[config.mk]
export PLATFORM = sky130hd
export DESIGN_NAME = mcdf_arbiter
export DESIGN_NICKNAME = d
export VERILOG_FILES = /design/src/rtl/mcdf_arbiter.sv
export SDC_FILE = /design/constraint.sdc
export NUM_CORES = 1
export LEC_CHECK = 0
export ABC_CLOCK_PERIOD_IN_PS = 3700
export CORE_ASPECT_RATIO = 0.9
export CORE_MARGIN = 2
export CORE_UTILIZATION = 38
export DETAILED_ROUTE_END_ITERATION = 8
export PLACE_DENSITY = 0.82
export SETUP_SLACK_MARGIN = 0.1
export SYNTH_ARGS = -nofsm -noshare
export SYNTH_HDL_FRONTEND = slang
export SYNTH_SLANG_ARGS = --single-unit
[constraint.sdc]
create_clock -name clk -period 3.7 [get_ports clk]
set_input_delay 0.37 -clock clk [delete_from_list [all_inputs] [get_ports clk]]
set_output_delay 0.37 -clock clk [all_outputs]
set_load 0.05 [all_outputs]
[src/rtl/mcdf_arbiter.sv]
// mcdf_arbiter: three-channel priority arbiter feeding one downstream consumer through a registered output stage.
// Build option ARB_RR_TIE_EN: equal-priority ties rotate round-robin; undefined, ties go to the lowest channel index.
module mcdf_arbiter #(
    parameter int FIFO_WIDE = 32
) (
    input  logic                 clk,
    input  logic                 rst_n,
    input  logic [1:0]           arb_ch0_priority,
    input  logic [1:0]           arb_ch1_priority,
    input  logic [1:0]           arb_ch2_priority,
    input  logic                 arb_uplink_valid0,
    input  logic                 arb_uplink_valid1,
    input  logic                 arb_uplink_valid2,
    input  logic                 arb_downlink_valid,
    input  logic [FIFO_WIDE-1:0] arb_ch0_data_in,
    input  logic [FIFO_WIDE-1:0] arb_ch1_data_in,
    input  logic [FIFO_WIDE-1:0] arb_ch2_data_in,
    output logic                 arb_downlink_ready,
    output logic                 arb_uplink_ready0,
    output logic                 arb_uplink_ready1,
    output logic                 arb_uplink_ready2,
    output logic [1:0]           arb_ch_chosen,
    output logic [FIFO_WIDE-1:0] arb_data_out
);

    localparam int NCH = 3;

    logic [FIFO_WIDE-1:0] ch_data   [NCH];
    logic [1:0]           ch_prio   [NCH];
    logic [NCH-1:0]       ch_valid;
    logic [1:0]           order_idx [NCH];
    logic [NCH-1:0]       uplink_ready;

    logic                 win_found;
    logic [1:0]           win_idx;
    logic [1:0]           win_prio;
    logic                 grant;

    logic [FIFO_WIDE-1:0] data_out_reg;
    logic [1:0]           ch_chosen_reg;
    logic                 downlink_ready_reg;

    genvar gi;

    assign ch_data[0] = arb_ch0_data_in;
    assign ch_data[1] = arb_ch1_data_in;
    assign ch_data[2] = arb_ch2_data_in;
    assign ch_prio[0] = arb_ch0_priority;
    assign ch_prio[1] = arb_ch1_priority;
    assign ch_prio[2] = arb_ch2_priority;
    assign ch_valid   = {arb_uplink_valid2, arb_uplink_valid1, arb_uplink_valid0};

`ifdef ARB_RR_TIE_EN
    logic [1:0] rr_ptr_reg;
    logic [1:0] rr_start;

    function automatic logic [1:0] idx_add(input logic [1:0] a, input logic [1:0] b);
        logic [2:0] sum;
        sum = {1'b0, a} + {1'b0, b};
        return (sum >= 3'd3) ? 2'(sum - 3'd3) : sum[1:0];
    endfunction

    // Search order begins one past the last granted channel, wrapping 2 -> 0.
    assign rr_start = (rr_ptr_reg == 2'd2) ? 2'd0 : rr_ptr_reg + 2'd1;

    generate
        for (gi = 0; gi < NCH; gi++) begin : g_rr_order
            assign order_idx[gi] = idx_add(rr_start, 2'(gi));
        end
    endgenerate

    always_ff @(posedge clk or negedge rst_n) begin
        if (!rst_n) begin
            rr_ptr_reg <= 2'd2;
        end else if (grant) begin
            rr_ptr_reg <= win_idx;
        end
    end
`else
    generate
        for (gi = 0; gi < NCH; gi++) begin : g_fixed_order
            assign order_idx[gi] = 2'(gi);
        end
    endgenerate
`endif

    // Strict less-than keeps the earliest channel in search order among equal priorities.
    always_comb begin
        win_found = 1'b0;
        win_idx   = 2'd0;
        win_prio  = 2'd3;
        for (int k = 0; k < NCH; k++) begin
            if (ch_valid[order_idx[k]] &&
                (!win_found || (ch_prio[order_idx[k]] < win_prio))) begin
                win_found = 1'b1;
                win_idx   = order_idx[k];
                win_prio  = ch_prio[order_idx[k]];
            end
        end
    end

    // Reset gates the pop strobes so no upstream FIFO is drained while held in reset.
    assign grant = rst_n && arb_downlink_valid && win_found;

    generate
        for (gi = 0; gi < NCH; gi++) begin : g_uplink_ready
            assign uplink_ready[gi] = grant && (win_idx == 2'(gi));
        end
    endgenerate

    assign arb_uplink_ready0 = uplink_ready[0];
    assign arb_uplink_ready1 = uplink_ready[1];
    assign arb_uplink_ready2 = uplink_ready[2];

    always_ff @(posedge clk or negedge rst_n) begin
        if (!rst_n) begin
            data_out_reg       <= '0;
            ch_chosen_reg      <= 2'd0;
            downlink_ready_reg <= 1'b0;
        end else begin
            downlink_ready_reg <= grant;
            if (grant) begin
                data_out_reg  <= ch_data[win_idx];
                ch_chosen_reg <= win_idx;
            end
        end
    end

    assign arb_data_out       = data_out_reg;
    assign arb_ch_chosen      = ch_chosen_reg;
    assign arb_downlink_ready = downlink_ready_reg;

endmodule

After elaboration in Yosys (flattened, before gate mapping)
Index checks and enable logic that the tools add are counted.

$add $sub $neg: 0. Multiply operators: 0. Divide/modulo/power cells: 0. Order comparisons: 3. Eq/ne operators: 2. Shift-type cells: 0. Multiplexer cells: 10. Bitwise gates (word level): 1. Reductions and logical operators: 12.

Operators with widths (number): $bmux W32 S2 (1); $mux W32 (2); $logic_and A1 B1 Y1 (7); $mux W2 (3); $lt A2 B2 Y1 (2); $mux W1 (4); $ge A3 B3 Y1 const B (1); $not A2 Y3 (1); $eq A2 B1 Y1 const B (1); $eq A2 B2 Y1 const B (1); $logic_not A1 Y1 (2); $logic_not A2 Y1 (1); $logic_or A1 B1 Y1 (2).

Register bits: 35. Latch bits: 0. RAM bits: 0. Bits in read-only memories: 0. Input bits: 108. Output and inout bits: 38. Logic and storage cells: 31. Memories: 0.

Depth between registers and ports, before layout
Gate-level depths: netlist of the first run.

Depth after elaboration: 13. Mapped depth: 15. Depth with buffers taken out: 11.

Worst setup path before layout of the first run
No wires, ideal clock.

Path kind: in2out. From: input port arb_uplink_valid0. To: output port arb_uplink_ready1. Arrival time: 3.542 ns. Required time: 3.330 ns. Setup slack: -0.212 ns. Cell stages on the path: 12. Buffers on the path: 3. Cell sequence: buf_4 -> nor2b_1 -> ha_1 -> nand2_1 -> o211ai_4 -> buf_2 -> o21ai_0 -> ha_1 -> o221a_2 -> buf_6 -> nor2_1 -> nor3_1.

Word-level cells in the longest chain between the ends: 11. Elaborated cells between the ends (all ways): 18. Classes of those cells: order compare: 2; eq/ne: 1; mux: 7; reduce/logical: 8.

RTL lines: start, declared (RTL line 11) `input logic arb_uplink_valid0,`; $mux W2 / $mux W1 (equally long branches) (RTL line 93) `if (ch_valid[order_idx[k]] &&`; $lt A2 B2 Y1 / $logic_not A1 Y1 (equally long branches) (RTL line 94) `(!win_found || (ch_prio[order_idx[k]] < win_prio))) begin`; $logic_or A1 B1 Y1 (RTL line 94); $logic_and A1 B1 Y1 (RTL line 93); $mux W2 / $mux W1 (equally long branches) (RTL line 93); $lt A2 B2 Y1 / $logic_not A1 Y1 (equally long branches) (RTL line 94); $logic_or A1 B1 Y1 (RTL line 94); $logic_and A1 B1 Y1 (RTL line 93); $mux W2 / $mux W1 (equally long branches) (RTL line 93); $eq A2 B1 Y1 / $logic_and A1 B1 Y1 (equally long branches) (RTL line 107, 103); $logic_and A1 B1 Y1 (*) (RTL line 107) `assign uplink_ready[gi] = grant && (win_idx == 2'(gi));`; end, declared (RTL line 20) `output logic arb_uplink_ready1,`.

Every way passes the cells marked *; elsewhere a longest branch is shown, timed or not.

Worst setup path after layout of the first run
Ends and elaborated chain as after synthesis.

==> results of run 1 <==
==> registers in the layout, summed over array words and instances, names as in the netlist <==
signal / count
arb_downlink_ready: 1
arb_ch_chosen: 2
arb_data_out: 32
==> kinds of logic after synthesis <==
kind of cell | count (synthesis) | synth area share (%)
compound gates | 74 | 23.7
simple gates | 81 | 17.3
flops | 35 | 36.5
buf+inv | 26 | 6.46
fa+ha+maj | 2 | 1.04
mux | 32 | 15.0
==> routing by layer <==
layer	track usage (%)	part of all wire, %	vias up
met2	37.9	49	106
met5	0	0	-
met1	27.1	42	1151
li1	-	-	1192
met4	5.23	1.1	0
met3	5.17	7.3	13
==> worst min-delay path by stage <==
stage                                 from  slack, ns  depth (start not counted)          endpoint
after floorplan                      rst_n       0.07                          0  arb_ch_chosen[0]
after global placement    arb_data_out[16]       0.46                          2  arb_data_out[16]
after detailed placement  arb_data_out[12]       0.46                          2  arb_data_out[12]
after CTS                            rst_n       0.22                          2  arb_data_out[27]
after global routing                 rst_n       0.23                          2  arb_data_out[19]
final                                rst_n       0.20                          2  arb_data_out[23]
==> placed cells by master (no fill, tap or decap), drive strengths merged, types with 2 or more instances in the layout <==
cell type        n
a21oi           32
buf             14
clkbuf           8
clkdlybuf4s50  141
dfrtp           35
ha               2
mux2            32
nand2           39
nor2             2
nor2b            3
nor3            33
o21ai            3
o31ai           33
==> report_power, final <==
part           internal [uW]  total (uW)  switching (uW)
registers                453         490            36.9
logic                    336         816             481
clock network            170         310             140
==> area by class of cell <==
cell class / count / area share [%]
repair buffers: 155 / 38.3
multi-input cells: 189 / 34.7
flip-flops and latches: 35 / 21.8
well taps: 87 / 2.71
clock buffers: 8 / 2.49
inverters: 1 / 0.0933
==> worst max-delay path, stage by stage <==
cell and delay [ns]:
clkdlybuf4s50_1 0.47, nor2b_1 0.17, ha_1 0.28, nand2_1 0.12, o211ai_4 0.09, nand2_1 0.09
o21ai_0 0.08, ha_1 0.33, o221a_2 0.20, nor2_1 0.06, nor3_2 0.19, buf_12 0.17
==> through the flow <==
step	worst slack [ns]	total power (uW)	cell area [sq um]	cells	hold slack, ns
6_report	0.699	1620	4020	475	0.198
5_1_grt	0.475	1710	4020	475	0.228
4_1_cts	0.682	1630	4020	475	0.220
3_5_place_dp	0.618	1320	3920	467	0.465
3_3_place_gp	0.718	1300	3920	467	0.459
2_1_floorplan	0.208	998	2410	250	0.0744
==> flow_summary.yaml, run 1 <==
status:
  status: "complete, no violations"
layout:
  register_area_sq_um: 876
  drive_above_1_share_pct: 20.9
  multi_input_area_sq_um: 1390
  final_core_util_pct: 65.8
  area_delta_synth_final_pct: 67.6
  antennaDiodeCount: 0
  final_nets: 497
  n_fill_cell: 538
place:
  io_buffer_count: 145
  hpwl_um: 5380
  place_congestion: 0.794
detailed_routing:
  num_vias: 2462
  wl_per_cell_um: 15.6
  drc: 0
  routed_via_density: 5.18
  wl_um: 7410
  dr.pass1.iters: 4
  ant_nets: 0
  drt-initial-drc-count: 105
cts:
  cts_tree: "built"
  cts_root_buffer: "clkbuf_8"
  postCtsSetupBuffers: 0
  cts_sinks: 35
  clkTransAtPathRegs_ns: 0.07
  clkLatencyLatePin_ns: 0.28
  holdBufCountCts: 0
  cts_buffer_depth: 2
  htreeDepth: 2
  cts_resized: 0
  cts_buffers: 5
logic_synthesis:
  syn-num-nets: 360
  yosysWarningCount: 0
  ys_seq_area_share_pct: 36.5
  synth_edf_count: 0
  yosys-top-cells-count: "39 x nand2_1, 35 x dfrtp_1, 32 x a21oi_1, 32 x mux2_2, 23 x nor3_1"
  synth_area_leaders: "dfrtp_1 36%, mux2_2 15%, o31ai_1 6.9%, a21oi_1 6.7%, nand2_1 6.1%"
  syn_area_per_cell_sq_um: 9.60
  synthFlopType: "dfrtp_1"
  synth.most_common_cell: "nand2_1"
  syn_area_sq_um: 2400
  synth.top_cell.area_share_pct: 36.5
  synthArstFlopShare_pct: 100
  netlist_instances: 250
  netlist.top_cell.by_area: "dfrtp_1"
  synth_seq_cells: 35
  post_synth_num_cell_types: 27
worst_setup_path:
  crit_type: "in -> out"
  cp.required_ns: 3.33
  crit_arrival_ns: 2.63
  crit_path_end: "arb_uplink_ready1"
  reg2reg_slack_ns: 3.04
  rr_endpoint: "arb_data_out[19]"
  regToRegStartpoint: "arb_data_out[19]"
  startpoint_type: "input port"
  end_kind: "output port"
  cp-startpoint: "arb_uplink_valid0"
  r2r_cells: 2
  cp_max_fo: 4
grt:
  antenna_found_initial: 0
  grt_use_total_pct: 21.8
  grt_pass1_vias: 2522
  grt_start_max_net_pins: 40
  overflow: 0
  grt_pass1_wl_um: 11900
power:
  vdd_ir_drop_max_uv: 175
  power_leakage_uw: 0.00159
  powerDensity_nw_per_um2: 402
die:
  rows: 27
  coreArea_sq_um: 6110
  initial_core_util_pct: 39.2
  fp.dieW_um: 87.8
  ios: 146
  die_h_um: 79.4
  dieArea_sq_um: 6970
sta:
  fin_skew_ns: 0
  slew_violations: 0
  finalCritPeriodShare_pct: 81.1
  finalSetupViolations: 0
  rsz0062_at_grt: "false"
  fmax_mhz: 333
  hold_violations: 0
  min_period_ns: 3.00
  relSlewSlack_pct: 63.1
  setup_tns_ns: 0
  worst_slew_pin_slew_ns: 0.552
hold_path:
  hp-class: "in -> async"
flow_run:
  cap_violations: 0
No activity file was read; power rests on OpenSTA's default activity.
==> inputs of run 2 (changes only) <==
- ABC_CLOCK_PERIOD_IN_PS: 3700 -> 2800
- clock period: 3.7 -> 2.8 ns (I/O delays scaled with it)
==> run 2 against run 1 <==
Sequential cell count is the same. Critical path depth fell by 3. First-iteration DRC count fell by 2.9%. Register-to-register slack lost 0.91 ns.
==> flow_summary.yaml, run 2 (same netlist as run 1, synthesis figures left out) <==
detailed_routing:
  wl_um: 7410
  dr_wl_met2_um: 3680
  wl_per_cell_um: 15.4
  ant_nets: 0
  num_vias: 2471
  dr.pass1.iters: 4
  drc: 0
  met3WireLength_um: 570
  drt-met1-wl_um: 3120
  routed_via_density: 5.13
  highest_layer: "met4"
  drt-initial-drc-count: 102
cts:
  cts_buffer_depth: 2
  cts_tree: "built"
  cts_sinks: 35
  htreeDepth: 2
  clkLatencyLatePin_ns: 0.28
  cts_buffers: 5
  holdBufCountCts: 0
  cts_root_buffer: "clkbuf_8"
  clkTransAtPathRegs_ns: 0.07
sta:
  whs_ns: 0.0768
  setup_tns_ns: 0
  fin_skew_ns: 0
  relSlewSlack_pct: 64.3
  worst_slew_pin_slew_ns: 0.533
  rsz0062_at_grt: "true"
  slew_violations: 0
  fmax_mhz: 374
  hold_violations: 0
  finalCritPeriodShare_pct: 95.6
  finalSetupViolations: 0
  min_period_ns: 2.68
grt:
  grt_start_max_net_pins: 37
  grt_pass1_wl_um: 11900
  grt_use_total_pct: 21.5
  overflow: 0
  antenna_found_initial: 0
  grt_pass1_vias: 2560
layout:
  final_nets: 504
  area_delta_synth_final_pct: 72.6
  stdcell_count: 482
  drive_above_1_share_pct: 24.3
  largest_reg_flops: 32
  stdcell_area_sq_um: 4140
  n_fill_cell: 521
  final_common_cell: "clkdlybuf4s50_1"
  antennaDiodeCount: 0
  final_cell_mix: "141 x clkdlybuf4s50_1, 37 x nand2_1, 35 x dfrtp_1"
place:
  hpwl_um: 5570
  placed_area_sq_um: 4030
  place_congestion: 0.768
  io_buffer_count: 145
  placed_cells: 472
worst_setup_path:
  r2r_cells: 2
  cp-startpoint: "arb_uplink_valid0"
  regToRegStartpoint: "arb_ch_chosen[1]"
  crit_arrival_ns: 2.40
  cp_slowest_stage_delay_ns: 0.47
  reg2reg_slack_ns: 2.13
  critPathSlowestCell: "clkdlybuf4s50_1"
  path_delay_family: "simple AND/OR/NAND/NOR gates"
  crit_chain: "clkdlybuf4s50_1 > nor2b_4 > ha_4 > or3b_1 > a21o_1 > o221ai_4 > nand2_4 > and3_2 > buf_6"
  cp.required_ns: 2.52
  cp_num_buf_inv: 2
  cp_max_fo: 3
  startpoint_type: "input port"
  end_kind: "output port"
  crit_path_end: "arb_uplink_ready0"
  rr_endpoint: "arb_ch_chosen[1]"
  crit_type: "in -> out"
  path_depth: 9
die:
  die_h_um: 79.4
  coreArea_sq_um: 6110
  ios: 146
  dieArea_sq_um: 6970
  rows: 27
  initial_core_util_pct: 39.2
  fp.dieW_um: 87.8
flow_run:
  cap_violations: 0
power:
  powerDensity_nw_per_um2: 511
  vdd_ir_drop_max_uv: 242
  power_leakage_uw: 0.00164
status:
  status: "complete, no violations"
hold_path:
  hp-class: "in -> async"
## run 2: cell count changes in the layout (fill, tap and decap cells not counted), sizes merged
cell    delta
clkinv     +1
clkbuf     -1
buf        +7
## run 2: worst min-delay path by stage
stage | from | endpoint | slack (ns) | cells past startpoint
2_1_floorplan | rst_n | arb_ch_chosen[0] | -0.02 | 0
3_3_place_gp | rst_n | arb_ch_chosen[1] | 0.41 | 2
3_5_place_dp | rst_n | arb_ch_chosen[1] | 0.41 | 2
4_1_cts | rst_n | arb_ch_chosen[1] | 0.1 | 2
5_1_grt | rst_n | arb_ch_chosen[1] | 0.14 | 2
6_report | rst_n | arb_ch_chosen[1] | 0.08 | 2
## run 2: per-stage QoR
step	setup WS (ns)	total power (uW)	util [%]
floorplan	-0.104	1340	-
global placement	0.0779	1750	65.9
detailed placement	0.0530	1760	65.9
CTS	0.0756	2130	67.5
global route	0.0531	2230	67.7
finish	0.124	2120	67.7
## run 2: area by class of cell
type	count	area (sq um)	share of cell area (%)
clock buffers	7	76.3	1.84
well taps	87	109	2.63
repair buffers	162	1600	38.5
multi-input cells	189	1480	35.6
flip-flops and latches	35	876	21.1
clock inverters	1	5.00	0.121
inverters	1	3.75	0.0906
## run 2: metal layers
layer	vias up	GRT usage, %
li1	1200	-
met1	1165	26.4
met2	102	38.6
met3	4	4.96
met4	0	3.85
met5	-	0
## run 2: repair_timing
action | CTS | global route
pin swaps | 1 | 2
gates resized for setup | 0 | 3
setup endpoints to repair | 2 | 3
buffers inserted | 2 | 0
## run 2: report_power, final
part	total (uW)	internal, uW	switching (uW)
registers	647	599	48.6
logic	1110	467	645
clock network	357	175	183
total	2120	1240	877
==> inputs of run 3 (changes only) <==
- ABC_AREA: default -> 1
- ABC_CLOCK_PERIOD_IN_PS: 2800 -> 2300
- CORE_UTILIZATION: 38 -> 34
- GPL_ROUTABILITY_DRIVEN: default -> 0
- PLACE_DENSITY: 0.82 -> 0.78
- clock period: 2.8 -> 2.3 ns (I/O delays scaled with it)
==> run 3 against run 2 <==
The run now ends with negative setup slack left. Clock skew stayed put. Total power is 21% higher. Synthesized cell count is 28% higher. Highest routed layer unchanged.
==> flow_summary.yaml, run 3 <==
layout:
  n_fill_cell: 589
  multi_input_area_sq_um: 1320
  final_nets: 593
  register_area_sq_um: 876
  drive_above_1_share_pct: 15.4
  largest_reg_flops: 32
  final_cell_mix: "136 x clkdlybuf4s50_1, 107 x nand2_1, 43 x nand3b_1"
  area_delta_synth_final_pct: 81.2
  final_common_cell: "clkdlybuf4s50_1"
  stdcell_area_sq_um: 4280
  antennaDiodeCount: 0
status:
  violations: "negative setup slack"
  status: "finished with violations"
worst_setup_path:
  crit_arrival_ns: 2.09
  crit_type: "in -> out"
  cp_slowest_stage_delay_ns: 0.27
  rr_endpoint: "arb_data_out[5]"
  cp_max_fo: 4
  reg2reg_slack_ns: 1.52
  crit_chain: "buf_6 > buf_6 > inv_12 > nor2_4 > ha_4 > nand2_2 > nand2_2 > nand2_2 > nand2_4 > nand2_2 > o21ai_2 > ha_1 > nand2_1 > nand2_1 > nand2_2 > nand2_4 > nand2_4 > nor2_4 > buf_12"
  critPathSlowestCell: "ha_1"
  cp-startpoint: "arb_uplink_valid0"
  crit_top_cell: "nand2_2"
  end_kind: "output port"
  startpoint_type: "input port"
  regToRegStartpoint: "arb_data_out[5]"
  cp.required_ns: 2.07
  r2r_cells: 3
power:
  vdd_ir_drop_max_uv: 341
  powerDensity_nw_per_um2: 601
  power_leakage_uw: 0.00194
sta:
  finalSetupViolations: 2
  hold_violations: 0
  setup_tns_ns: -0.0345
  finalCritPeriodShare_pct: 101
  fmax_mhz: 431
  relSlewSlack_pct: 64.8
  slew_violations: 0
  worst_slew_pin_slew_ns: 0.526
  rsz0062_at_grt: "true"
  whs_ns: 0.0109
  layout_setup_ws_ns: -0.0225
  fin_skew_ns: 0
  min_period_ns: 2.32
logic_synthesis:
  synthFlopType: "dfrtp_1"
  syn-num-nets: 429
  netlist.top_cell.by_area: "dfrtp_1"
  syn_area_sq_um: 2360
  synth.most_common_cell: "nand2_1"
  post_synth_num_cell_types: 23
  synth_edf_count: 0
  ys_seq_area_share_pct: 37.1
  netlist_instances: 319
  syn_area_per_cell_sq_um: 7.40
  yosysWarningCount: 0
  yosys-top-cells-count: "112 x nand2_1, 43 x nand3b_1, 35 x dfrtp_1"
  synth_area_leaders: "dfrtp_1 37%, nand2_1 18%, nand3b_1 14%, nand3_1 5.7%, nand4_1 3.4%"
  synth.top_cell.area_share_pct: 37.1
  synthArstFlopShare_pct: 100
  synth_seq_cells: 35
die:
  dieArea_sq_um: 7630
  coreArea_sq_um: 6660
  fp.dieW_um: 91.8
  initial_core_util_pct: 35.5
  rows: 28
  ios: 146
  die_h_um: 83.1
cts:
  cts_tree: "built"
  clkTransAtPathRegs_ns: 0.07
  cts_root_buffer: "clkbuf_8"
  cts_buffers: 5
  clkLatencyLatePin_ns: 0.28
  cts_sinks: 35
  cts_buffer_depth: 2
  htreeDepth: 2
detailed_routing:
  drt-initial-drc-count: 69
  wl_um: 8400
  ant_nets: 0
  drc: 0
  wl_per_cell_um: 14.7
  routed_via_density: 4.91
  dr.pass1.iters: 4
  num_vias: 2808
grt:
  grt_use_total_pct: 22.1
  grt_start_max_net_pins: 40
  overflow: 0
  antenna_found_initial: 0
  grt_pass1_wl_um: 13700
  grt_pass1_vias: 2954
place:
  placed_area_sq_um: 4020
  io_buffer_count: 145
  hpwl_um: 6220
hold_path:
  hp-class: "in -> async"
flow_run:
  cap_violations: 0
## run 3: cell count changes after synthesis, moves of 22 or more
cell,before,now
o31ai_1,22,0
a21oi_1,32,0
nand3b_1,0,43
nor3_1,23,0
mux2_2,32,0
nand2_1,39,112
nand3_1,0,27
## run 3: worst max-delay path by stage
stage                                   end  slack (ns)  cells after the start
after floorplan             arb_data_out[1]      -0.003                     19
after global placement      arb_data_out[0]       -0.47                     21
after detailed placement   arb_data_out[26]       -0.55                     21
after CTS                 arb_uplink_ready0      -0.005                     19
after global routing      arb_uplink_ready1       -0.14                     19
final                     arb_uplink_ready1       -0.02                     19
## run 3: cells by family after synthesis
group	after synthesis	share of synthesized area, %
AOI/OAI and AO/OA	6	1.75
adders and majority gates	2	1.06
buffers and inverters	42	9.54
DFF	35	37.1
and+or+nand+nor	234	50.6
## run 3: report_power, final
group | total, uW | leakage (uW) | internal (uW) | switching (uW)
registers | 802 | 0.000427 | 735 | 67.0
clock network | 408 | 0.0000371 | 202 | 206
logic | 1360 | 0.00148 | 571 | 790
## run 3: metrics by stage
stage,utilization [%],total power [uW],std cells,setup WS [ns]
2_1_floorplan,-,1580,319,-0.00268
3_3_place_gp,60.4,2110,555,-0.472
3_5_place_dp,60.4,2130,555,-0.550
4_1_cts,62.6,2560,568,-0.00484
5_1_grt,64.3,2710,572,-0.139
6_report,64.3,2570,572,-0.0225
## run 3: critical path: cells and delay by family
| kind | cells | cell delay, ns |
|---|---|---|
| buffers and inverters | 4 | 0.37 |
| adder cells (fa/ha/maj) | 2 | 0.48 |
| AND/OR/NAND/NOR | 12 | 0.95 |
| AO/OA/AOI/OAI | 1 | 0.05 |
## run 3: cell type report
type / count / area share [%]
repair buffers: 180 / 42.4
multi-input cells: 242 / 30.8
flip-flops and latches: 35 / 20.5
well taps: 90 / 2.63
inverters: 19 / 1.96
clock buffers: 6 / 1.70
## run 3: repair_timing
action	in CTS	in global routing
hold buffers	0	0
pin swaps	16	12
setup endpoints to repair	37	33
resized for setup	18	17
setup buffers	7	4
gates cloned	0	1
## run 3: layer usage
metal	vias up	share of wire (%)	track usage, %
met3	23	7.8	4.90
li1	1365	-	-
met1	1290	40	27.6
met2	130	49	37.8
met4	0	3.3	7.33
met5	-	0	0
==> edit 1: new RTL, config.mk and constraints of run 3 <==
Build with the macro `ARB_RR_TIE_EN` defined.
--- a/src/rtl/mcdf_arbiter.sv
+++ b/src/rtl/mcdf_arbiter.sv
@@ -1,4 +1,6 @@
 // mcdf_arbiter: three-channel priority arbiter feeding one downstream consumer through a registered output stage.
 // Build option ARB_RR_TIE_EN: equal-priority ties rotate round-robin; undefined, ties go to the lowest channel index.
+`define ARB_RR_TIE_EN
+
 module mcdf_arbiter #(
     parameter int FIFO_WIDE = 32
Formal check against the unedited RTL: not equivalent (Yosys sat finds a counterexample within 4 cycles, from zero or initial values and one cycle with rst_n low).
==> edit 1 against run 3 <==
The flow still finishes with violations (setup timing); design area is 43% higher; synthesized area is 44% higher; wire length is 49% higher; first-iteration DRC count grew to 2.8 times the old value; setup slack worse by 1.3 ns; sequential cell count is 1 higher; clock power is 9.1% higher; power grew to 4.2 times the old value; sequential share of layout area is 5.7 points lower; largest power group unchanged.
==> edit 1: results (changes against run 3) <==
fill count 828 (+41%); Slew headroom 64.2% (-0.66 points); final net count 778 (+31%); DPL Wire Length 8320 um (+34%); arrival time of the worst setup path 3.38 ns (+1.29 ns); WL/cell 15.8 um (+7.5%); most frequent cells after synthesis 110 x inv_1, 91 x nand3_1, 48 x nand2_1; Comb power frac 85.0% (+32 points); inverters 114 (+95); Synth area leaders dfrtp_1 26%, nand3_1 13%, nand3_2 13%, inv_1 12%, a21oi_2 7.7%; Clk pwr share 4.1% (-12 points); fraction of area in multi-input gates 36.4% (+5.6 points); Yosys cell types 35 (+52%); first drt pass iteration count 5 (+1); final setup vio count 39 (+37); fraction of area in registers 14.7% (-5.7 points); final design utilization 63.2% (-1.1 points); clk sink count 36 (+2.9%); largest net degree at the start of global routing 37 (-7.5%); Buffers excl. clock 218 (+21%); aggregate global-route resource usage 20.4% (-1.8 points); leakage power 0.00299 uW (+54%); failing checks setup timing; Worst VDD drop 0.000910 V (+170%); Die Wd 110 um (+19%); comb_multi_in 293 (+21%); dpl cell area 5390 sq um (+34%); TritonCTS Buffers 5 (unchanged); final worst slack -1.31 ns (-1.28 ns); Clock buf/inv share 1.27% (-0.43 points); status finished with violations; routed vias/inst 4.89 (-0.48%); Pint 5090 uW (+240%); post-synthesis net count 583 (+36%); share of post-route cells with drive strength above 1 36.7% (+21 points); worst-case clock skew 0.00740 ns (+0.00740 ns); global-route wire length before repair 17300 um (+26%); Initial DRC Count 190 (+180%); Layout non-clock buf frac 37.8% (-4.6 points)
==> edit 1: cell count changes in the layout (fill, tap and decap cells not counted), moves of 9 or more <==
| cell | delta |
|---|---|
| inv_1 | +88 |
| nand3_2 | +80 |
| nand2_1 | -64 |
| nand3b_1 | -43 |
| a21oi_2 | +31 |
| nand3_1 | +19 |
| buf_4 | +18 |
| nor2_1 | +17 |
| nand4_1 | -13 |
| buf_12 | +9 |
==> edit 1: per-stage QoR <==
step	hold WS, ns	std cells	setup WS, ns	TNS (ns)	total power, uW
6_report	0.0129	794	-1.31	-41.67	10900
5_1_grt	0.0502	794	-1.45	-47.16	11500
4_1_cts	0.0309	780	-1.26	-36.11	9510
3_5_place_dp	0.352	763	-1.02	-36.72	8610
3_3_place_gp	0.354	763	-0.938	-34.05	8440
2_1_floorplan	-0.0656	473	-1.08	-28.75	6520
==> edit 1: path summary, 6_finish.rpt <==
kind / endpoint / from / depth (start not counted) / slack (ns)
max: arb_uplink_ready0 / rr_ptr_reg[1]$_DFFE_PN1P_ / 21 / -1.31
min: arb_data_out[30]$_DFFE_PN0P_ / rst_n / 2 / 0.01
max reg2reg: arb_data_out[7]$_DFFE_PN0P_ / rr_ptr_reg[1]$_DFFE_PN1P_ / 23 / -1.19
min reg2reg: arb_data_out[7]$_DFFE_PN0P_ / arb_data_out[7]$_DFFE_PN0P_ / 2 / 0.52
max in group asynchronous: rr_ptr_reg[1]$_DFFE_PN1P_ / rst_n / 2 / 1.91
min in group clk: arb_data_out[7]$_DFFE_PN0P_ / arb_data_out[7]$_DFFE_PN0P_ / 2 / 0.52
==> edit 1: metal layers <==
layer	wire (um)	track usage, %	vias up
met2	6360	36.2	140
met4	160	5.84	0
li1	-	-	1870
met3	689	3.17	16
met1	5330	25.2	1853
met5	0	0	-
==> edit 1: critical path, cell delays in order, from the launching register on <==
cell	delay, ns
dfstp_2	0.67
nor2_8	0.06
nand2_2	0.08
nand2_2	0.07
a2111oi_4	0.36
ha_1	0.29
nand2_1	0.07
nand2_1	0.06
nand2_2	0.09
nand2_4	0.07
nand2_2	0.06
o21ai_2	0.05
ha_1	0.28
nand2_2	0.07
nand2_4	0.08
nand2_8	0.07
nand2_8	0.10
nand2_8	0.07
nand2_8	0.08
inv_6	0.04
a211oi_4	0.19
buf_12	0.17
==> edit 1: repair_timing <==
item | CTS | global route
gates resized for setup | 19 | 70
setup endpoints to repair | 39 | 39
cloned | 0 | 7
pin swaps | 19 | 32
buffers inserted | 11 | 8
==> edit 1: kinds of logic after synthesis <==
group	synth area share (%)
and+or+nand+nor	42.4
AOI/OAI and AO/OA	11.8
adders and majority gates	0.734
DFF	26.4
buffers and inverters	18.6
==> edit 2: new RTL, flow settings as in run 3 <==
Made on the original files. Set the parameter `FIFO_WIDE` to 48 (it was 32).
--- a/src/rtl/mcdf_arbiter.sv
+++ b/src/rtl/mcdf_arbiter.sv
@@ -2,5 +2,5 @@
 // Build option ARB_RR_TIE_EN: equal-priority ties rotate round-robin; undefined, ties go to the lowest channel index.
 module mcdf_arbiter #(
-    parameter int FIFO_WIDE = 32
+    parameter int FIFO_WIDE = 48
 ) (
     input  logic                 clk,
Interface: changed (resized arb_ch0_data_in, arb_ch1_data_in, arb_ch2_data_in and arb_data_out); port bits go from 146 to 210. The function was not compared with the original's and may differ.
==> edit 2 against run 3 <==
The run still ends with setup timing left; power up 46%; setup slack better by 0.0079 ns; utilization is 3.3 points higher; maximum frequency is 0.34% higher; synthesized area up 35%; synthesized cell count grew 39%; design area up 44%; sequential cell count grew 16; wire length is 55% higher; largest cell class unchanged; highest routed layer unchanged.
==> edit 2: results (changes against run 3) <==
YS warnings 0 (unchanged); CTS Buffer Depth 2 (unchanged); DPL Wire Length 8970 um (+44%); most frequent cells after synthesis 155 x nand2_1, 56 x nand3_1, 51 x dfrtp_1; arrival time of the worst setup path between 2 and 2.5 ns; htree depth 2 (unchanged); Yosys cell types 21 (-8.7%); initial antenna violation count 0 (unchanged); Root Driver clkbuf_8; global-route wire length before repair 18900 um (+38%); TritonCTS Buffers 5 (unchanged); worst hold slack 0.0870 ns (+0.0761 ns); largest net degree at the start of global routing 62 (+55%); crit path launch type input port; leakage power 0.00272 uW (+40%); Post-Place Cells 780 (+41%); vias in the first global route 3960 (+34%); Reg clk slew, reported paths 0.09 ns (+0.02 ns); Worst VDD drop 0.000358 V (+4.9%); status finished with violations; Top FF cell, synth dfrtp_1; routed vias/inst 5.05 (+2.9%); worst setup path startpoint arb_ch0_priority[0]; first drt pass iteration count 5 (+1); Hold Path Class in2async; FFs w/ async S/R, synth 100% (unchanged); final setup vio count 3 (+1); share of post-route cells with drive strength above 1 16.8% (+1.5 points); worst-margin pin slew 0.660 ns (+0.134 ns); Synth area leaders dfrtp_1 40%, nand2_1 18%, nand3b_1 11%, nand3_1 8.8%, nor2_1 4.6%; Reg2Reg Launch Point arb_data_out[19]$_DFFE_PN0P_; post-synthesis net count 603 (+41%); flip-flop count of the largest register after layout 48 (+50%); Critical Path Fanout Max 4 (unchanged); cells on worst reg2reg path 3 (unchanged); Sw Share 41.9% (+0.59 points); final worst slack -0.0146 ns (+0.00788 ns); R2R Setup Slk 1.47 ns (-0.05 ns); failing checks setup timing; final net count 842 (+42%); aggregate global-route resource usage 23.5% (+1.4 points); post-synthesis sequential area ratio 40.1% (+3.0 points); dpl cell area 5660 sq um (+41%); Initial DRC Count 179 (+160%); antenna cells 0 (unchanged); DRT Wirelength 13000 um (+55%); r2r endpoint arb_data_out[19]$_DFFE_PN0P_; Cells after Synth 445 (+39%); WL/cell 16.1 um (+9.7%); Clock Latency Late Sink 0.30 ns (+0.02 ns); Port Buffers 209 (+44%); worst-case clock skew 0 ns (unchanged); fill count 741 (+26%)
==> edit 2: cell count changes after synthesis, moves of 13 or more <==
cell,run 3,this run
nand3_1,27,56
dfrtp_1,35,51
nand2_1,112,155
nand4_1,13,0
nor2_1,21,39
o21ai_0,3,21
==> edit 2: kinds of logic after synthesis <==
kind of cell | Yosys count | share of synthesized area (%)
flip-flops | 51 | 40.1
AO/OA/AOI/OAI | 29 | 5.50
adder cells (fa/ha/maj) | 2 | 0.785
AND/OR/NAND/NOR | 314 | 46.9
buffers and inverters | 49 | 6.79
==> edit 2: per-layer routing <==
layer / vias up / global-route usage (%) / share of wire, %
li1: 1920 / - / -
met1: 1901 / 27.0 / 39
met2: 218 / 42.4 / 50
met3: 34 / 5.21 / 8.3
met4: 0 / 10.5 / 3.0
met5: - / 0 / 0
==> edit 2: power groups by stage <==
stage,logic [uW],clock network [uW],registers (uW)
floorplan,429,0,1810
global placement,1880,0,1180
detailed placement,1900,0,1190
CTS,1930,540,1180
global route,2170,577,1200
finish,2050,527,1180
==> edit 2: what timing repair did <==
item                                    4_1_cts  5_1_grt
buffers inserted                             11        2
gates resized for setup                      29       46
endpoints found under the setup margin       53       49
pin swaps                                    16       24
cloned                                        0        6
endpoints found under the hold margin         0        0
==> edit 2: worst max-delay path: stages <==
cell           delay, ns
dlygate4sd2_1       0.25
inv_1               0.09
nand2_2             0.07
nand2_1             0.09
nand2_2             0.06
nand2_2             0.06
nand2_2             0.08
nand2_4             0.10
nand2_2             0.07
o21ai_2             0.06
ha_1                0.24
nand2_1             0.07
nand2_1             0.06
nand2_2             0.08
nand2_4             0.08
buf_8               0.14
nor2_4              0.11
buf_12              0.15
==> edit 2: area by class of cell <==
type                    instances  area, sq um  share of cell area (%)
inverters                      19         83.8                    1.36
repair buffers                262         2730                    44.2
multi-input cells             345         1840                    29.9
flip-flops and latches         51         1280                    20.7
clock inverters                 1         5.00                  0.0811
well taps                     122          153                    2.47
clock buffers                   6         82.6                    1.34
==> edit 2: worst max path at each step <==
stage                                               to  cells after the start
after floorplan                      arb_uplink_ready0                     19
after global placement     arb_data_out[2]$_DFFE_PN0P_                     21
after detailed placement  arb_data_out[34]$_DFFE_PN0P_                     19
after CTS                            arb_uplink_ready2                     18
after global routing                 arb_uplink_ready1                     17
final                                arb_uplink_ready2                     18
==> edit 2: per-stage QoR <==
| stage | utilization [%] | setup slack (ns) | setup TNS [ns] |
|---|---|---|---|
| finish | 67.6 | -0.0146 | -0.0288 |
| global route | 67.6 | -0.120 | -0.626 |
| CTS | 64.4 | 0.0774 | 0 |
| detailed placement | 62.0 | -0.669 | -32.63 |
| global placement | 62.0 | -0.585 | -29.04 |
| floorplan | - | -0.0763 | -0.914 |
